### src/rtl/wb_grf.sv
// rtl/wb_grf.sv - MIPS write-back stage, 32x32 register file and retire counter
// Optional same-cycle write-to-read bypass: define WB_BYPASS_EN.
module wb_grf #(
    parameter int          CNT_W   = 32,
    parameter logic [31:0] PC_INIT = 32'h0000_3000
) (
    input  logic             Clock,
    input  logic             Reset,
    input  logic [31:0]      IR_W,
    input  logic [4:0]       A3_W,
    input  logic [31:0]      PC4_W,
    input  logic [31:0]      AO_W,
    input  logic [31:0]      DR_W,
    input  logic [4:0]       A1,
    input  logic [4:0]       A2,
    output logic [31:0]      RD1,
    output logic [31:0]      RD2,
    output logic [31:0]      WD_W,
    output logic             RegWrite_W,
    output logic [CNT_W-1:0] RetireCnt
);

    localparam logic [5:0] OP_SPECIAL = 6'h00;
    localparam logic [5:0] OP_JAL     = 6'h03;
    localparam logic [5:0] OP_LB      = 6'h20;
    localparam logic [5:0] OP_LH      = 6'h21;
    localparam logic [5:0] OP_LW      = 6'h23;
    localparam logic [5:0] OP_LBU     = 6'h24;
    localparam logic [5:0] OP_LHU     = 6'h25;
    localparam logic [5:0] FN_JALR    = 6'h09;

    logic [5:0]  op;
    logic [5:0]  fn;
    logic [7:0]  ld_byte;
    logic [15:0] ld_half;
    logic [31:0] grf [32];
    logic [31:0] arr1;
    logic [31:0] arr2;

    assign op         = IR_W[31:26];
    assign fn         = IR_W[5:0];
    assign RegWrite_W = (A3_W != 5'd0);

    // Sub-word loads pick the lane by address; AO_W[0] is ignored for halves.
    assign ld_byte = DR_W[8*AO_W[1:0] +: 8];
    assign ld_half = AO_W[1] ? DR_W[31:16] : DR_W[15:0];

    always_comb begin
        WD_W = AO_W;
        case (op)
            OP_LW:      WD_W = DR_W;
            OP_LB:      WD_W = {{24{ld_byte[7]}}, ld_byte};
            OP_LBU:     WD_W = {24'd0, ld_byte};
            OP_LH:      WD_W = {{16{ld_half[15]}}, ld_half};
            OP_LHU:     WD_W = {16'd0, ld_half};
            OP_JAL:     WD_W = PC4_W + 32'd4;
            OP_SPECIAL: if (fn == FN_JALR) WD_W = PC4_W + 32'd4;
            default:    WD_W = AO_W;
        endcase
    end

    // Entry 0 is reset and never written, so it always holds zero.
    always_ff @(posedge Clock or negedge Reset) begin
        if (!Reset) begin
            for (int i = 0; i < 32; i++) grf[i] <= 32'd0;
        end else if (RegWrite_W) begin
            grf[A3_W] <= WD_W;
        end
    end

    assign arr1 = (A1 == 5'd0) ? 32'd0 : grf[A1];
    assign arr2 = (A2 == 5'd0) ? 32'd0 : grf[A2];

    always_comb begin
`ifdef WB_BYPASS_EN
        RD1 = (RegWrite_W && (A1 == A3_W)) ? WD_W : arr1;
        RD2 = (RegWrite_W && (A2 == A3_W)) ? WD_W : arr2;
`else
        RD1 = arr1;
        RD2 = arr2;
`endif
        if (!Reset) begin
            RD1 = 32'd0;
            RD2 = 32'd0;
        end
    end

    // Bubbles and the reset-time PC do not count as retired instructions.
    always_ff @(posedge Clock or negedge Reset) begin
        if (!Reset) begin
            RetireCnt <= '0;
        end else if ((IR_W != 32'd0) && (PC4_W != PC_INIT)) begin
            RetireCnt <= RetireCnt + CNT_W'(1);
        end
    end

endmodule

### config.mk
export PLATFORM = sky130hd
export DESIGN_NAME = wb_grf
export DESIGN_NICKNAME = d
export VERILOG_FILES = /design/src/rtl/wb_grf.sv
export SDC_FILE = /design/constraint.sdc
export NUM_CORES = 2
export LEC_CHECK = 0
export CAP_MARGIN = 20
export CORE_ASPECT_RATIO = 0.5
export CORE_UTILIZATION = 49
export CTS_CLUSTER_DIAMETER = 80
export CTS_CLUSTER_SIZE = 24
export DETAILED_ROUTE_END_ITERATION = 10
export DONT_BUFFER_PORTS = 1
export SYNTH_ARGS = -nofsm -noshare
export SYNTH_HDL_FRONTEND = slang
export SYNTH_SLANG_ARGS = --single-unit
### constraint.sdc
create_clock -name Clock -period 7.04 [get_ports Clock]
set_input_delay 1.056 -clock Clock [delete_from_list [all_inputs] [get_ports Clock]]
set_output_delay 1.056 -clock Clock [all_outputs]
set_load 0.01 [all_outputs]
# Yosys cells after proc, flatten, opt, wreduce, memory -nomap -nowiden
# Cells that the tools add are included.
# Widths: inputs -> output; s select.
# classes
n_reduce_logical	7
bitwise_logic	3
shifts	1
n_mux	16
n_addsub	2
eq_ne	8
order_cmp	4
# op_table
op	count
$bwmux 1024	1
$bmux 32 s5	2
$mux 32	10
$pmux 32 s7	1
$demux 32 s5	1
$add 32x1->32 const B	1
$add 32x3->32 const B	1
$ne 32x14->1 const B	1
$reduce_bool 32->1	1
$shiftx 32x6->8	1
$eq 6x6->1 const B	5
$ge 6x6->1 const B	3
$not 5->6	3
$mux 16	1
$logic_not 5->1	2
$eq 6x2->1 const B	1
$eq 6x4->1 const B	1
$logic_not 6->1	1
$lt 6x1->1 const B	1
$reduce_bool 5->1	1
$logic_and 1x1->1	2
# word_totals
ff_bits	1056
word_cells	74
input_bits	145

# Longest topological paths before layout
# depth
ltp_word	6
ltp_mapped	10
depth_no_buf	8

# Least setup slack after synthesis
# Ideal clock, no wire load.
# synth_timing
path_kind	input to output
from	input port A2[0]
to	output port RD2[10]
stages	7
path_slack_ps	2744
required_time_ps	5984
arrival_ps	3240
cell_sequence	clkbuf_1 -> clkbuf_1 -> buf_1 -> mux4_2 -> mux4_2 -> nand3_1 -> o21ai_0
# synth_via
elab_chain_len	6
word_cells_on_any_way	7
# synth_rtl
item	line	text
from (decl)	15	input logic [4:0] A2,
$not 5->6 (not written as such)	72	assign arr2 = (A2 == 5'd0) ? 32'd0 : grf[A2];
$bmux 32 s5	72	
$mux 32 (not written as such) (2 in a row)	72	
$mux 32 *	72	
$mux 32 *	82	if (!Reset) begin
to (decl)	17	output logic [31:0] RD2,
# Every way passes the cells marked *; elsewhere a longest branch is shown, timed or not. The select of a mux whose other input is x is not followed.

# Worst setup path after layout
# layout_timing
from	input port IR_W[1]
to	output port WD_W[20]
# layout_via
elab_chain_len	3
# layout_rtl
item	line	text
from (decl)	9	input logic [31:0] IR_W,
$eq 6x4->1	57	OP_SPECIAL: if (fn == FN_JALR) WD_W = PC4_W + 32'd4;
$mux 32	57	
$pmux 32 s7	50	case (op)
to (decl)	18	output logic [31:0] WD_W,
# No other way between the ends.

==> impl_metrics.json <==
{
  "r2r_start": "RetireCnt[8]",
  "setup_ws_ps": 2006,
  "final_util": 0.5135,
  "crit_cells": 6,
  "grt_use_total": 0.3170,
  "clkTransAtPathRegs_ps": 100,
  "rsz0062_at_grt": "false",
  "ys_ff_latch": 1056,
  "cp.required_ps": 5980,
  "ys_seq_area_frac": 0.4737,
  "fin_nets": 4655,
  "grt_max_degree": 1123,
  "finalWeightedCongestion": 0.9613,
  "fin_crit_ps": 5034,
  "ir_worst_vdd_uv": 213.3,
  "dpl.hpwl_mm": 101.4,
  "path_cells": "nor4_1 > nand3_1 > a31o_2 > a221o_1 > a21oi_4 > inv_1",
  "start_util": 0.4947,
  "clkLatencyLatePin_ps": 660,
  "cp-start-kind": "input pin",
  "end_kind": "output pin",
  "wirelength_mm": 181.4,
  "postSynthCellCount": 4893,
  "rows": 87,
  "crit_end": "WD_W[20]",
  "crit_path_max_incr_delay_ps": 820,
  "regToRegSetupSlack_ps": 4540,
  "drc_errors": 0,
  "clock-sinks": 1056,
  "boundaryPins": 274,
  "num-fill-cells": 9848,
  "syn_to_final_growth_pct": 3.802,
  "cts_resized": 0,
  "cap_viol_max_count": 0,
  "leakage_nw": 23.01,
  "avgSynthCellArea_um2": 11.40,
  "synth_area_um2": 55780,
  "status": "finished clean",
  "register_area_um2": 26430,
  "slowest_stage": "a21oi_4",
  "htreeDepth": 2,
  "most-common-layout-cells": "1056 x dfrtp_1, 683 x nor2_1, 667 x a21oi_1",
  "r2r_cells": 6,
  "overflow": 0,
  "multi_input_area_um2": 27340,
  "grt_util_met3": 0.07806,
  "drive_gt1_frac": 0.1996,
  "critPathLaunch": "IR_W[1]",
  "busiest_layer": "met2",
  "yosys_warnings": 0,
  "ys_async_sr_fraction": 1.000,
  "synth_edf_count": 0,
  "syn_nets": 5041,
  "antenna_found_initial": 0,
  "port_buffers": 0,
  "hold_viol": 0,
  "fmax_ghz": 0.1987,
  "grt_pass1_wl_mm": 267.6,
  "vias": 39830,
  "cts_hold_buf": 0,
  "tightest_slew_ps": 1327,
  "vias_per_cell": 6.611,
  "cts_max_path_buffers": 3,
  "cpLargestDelayFamily": "compound AO/OA/AOI/OAI gates",
  "die_y_um": 240.6,
  "synth.distinct_cells": 58,
  "wl_per_cell_um": 30.10,
  "drtIter0Drc": 4377,
  "path_buf_inv": 1,
  "drt-pass1-iter-count": 5,
  "antenna_left": 0,
  "postCtsSetupRepairBufs": 0,
  "core_area_um2": 112800,
  "drv_slew": 0,
  "setup_viol": 0,
  "crit_type": "input pin to output pin",
  "preCtsSetupSlack_ps": 2068,
  "powerDensity_nw_per_um2": 271.0,
  "die_w_um": 479.2,
  "cts_buffers": 50,
  "globalRouteMet1Util": 0.4446,
  "relSlewSlack": 0.1150,
  "root_buffer": "clkbuf_16",
  "grt_use_met2": 0.4852,
  "skew_ps": 6.509,
  "tritoncts": "built",
  "final_common_cell": "dfrtp_1",
  "dieArea_um2": 115300,
  "crit_fanout": 32,
  "hold_path.class": "input pin to asynchronous set/reset pin",
  "finalSetupTns_ps": 0,
  "arrival_ps": 3980,
  "worst_r2r_endpoint": "RetireCnt[31]",
  "fin_crit_sh": 0.7150,
  "grt_pass1_vias": 39480,
  "ys.flop_type": "dfrtp_1"
}
-- registers in the layout, summed over array words and instances (netlist names) --
signal     flops
RetireCnt     32
grf         1024
-- cells in the mapped netlist (4+ instances only) --
cell type  count  area (µm²)
a21oi_1      673        3368
xor2_1        20       175.2
nand2b_1       6       37.54
o21ai_0      328        1642
nor2_1       696        2613
nor3_1        23       115.1
nand3b_1       7       52.55
nand4_1       18       112.6
and3_1        11       68.82
mux2i_1       64       640.6
nand2_1      388        1456
xnor2_1       37       324.1
o21a_1         4       30.03
o21ai_1       83       415.4
a221o_1       14       140.1
buf_2         47       235.2
a222oi_1       5       50.05
nor2b_1        7       43.79
buf_4          9       67.56
dfrtp_1     1056       26430
mux4_2       580       13060
or4_1          5       37.54
nor4_1        22       137.6
a21oi_2       10       87.58
mux2_2       117        1318
inv_1         39       146.4
clkbuf_1     381        1430
nand3_1       90       450.4
a221oi_1      13       113.9
buf_1         60       225.2
nor3b_1        6       45.04
and2_1         5       31.28
a221oi_2       5       75.07
buf_6         24       270.3
-- area by class of cell --
| type | count | share of cell area |
|---|---|---|
| clock inverters | 4 | 0.0006050 |
| flip-flops and latches | 1056 | 0.4564 |
| clock buffers | 51 | 0.02204 |
| inverters | 40 | 0.002593 |
| diodes | 2 | 0.00008643 |
| repair buffers | 83 | 0.01353 |
| multi-input cells | 3276 | 0.4721 |
| well taps | 1513 | 0.03269 |
-- kinds of logic after synthesis --
logic type / Yosys count / share of synthesized area
and+or+nand+nor: 1299 / 0.09541
AOI/OAI and AO/OA: 1156 / 0.1094
DFF: 1056 / 0.4737
muxes: 761 / 0.2693
buffers and inverters: 561 / 0.04264
xor gates and xnor gates: 57 / 0.008949
adders and majority gates: 3 / 0.0006729
-- per-stage QoR --
step	hold slack, ps	power, mW	cell area (µm²)	instances
after CTS	83.27	15.55	57680	6012
final	50.97	15.69	57910	6025
after floorplan	441.3	11.42	55780	4893
after global placement	376.3	12.01	56290	5950
after global routing	32.44	16.50	57900	6023
after detailed placement	383.6	12.28	56370	5957
-- where the power goes --
group / switching (mW) / total [mW] / internal, mW
registers: 0.984 / 8.39 / 7.40
logic: 1.73 / 3.97 / 2.23
clock network: 2.03 / 3.34 / 1.31
-- metal layers --
layer / share of wire / up-vias
met2: 0.46 / 1705
met4: 0.037 / 0
met3: 0.093 / 377
li1: - / 16940
met1: 0.41 / 20810
met5: 0 / -
-- worst min-delay path by stage --
stage               from        end  slack, ps  cells after the start
6_report           Reset   grf[746]         50                      0
5_1_grt            Reset   grf[746]         30                      0
4_1_cts            Reset   grf[746]         80                      0
3_5_place_dp   grf[1000]  grf[1000]        380                      0
3_3_place_gp   grf[1023]  grf[1023]        380                      0
2_1_floorplan  grf[1000]  grf[1000]        440                      1
Note: power is estimated with default switching activity, not from simulation.
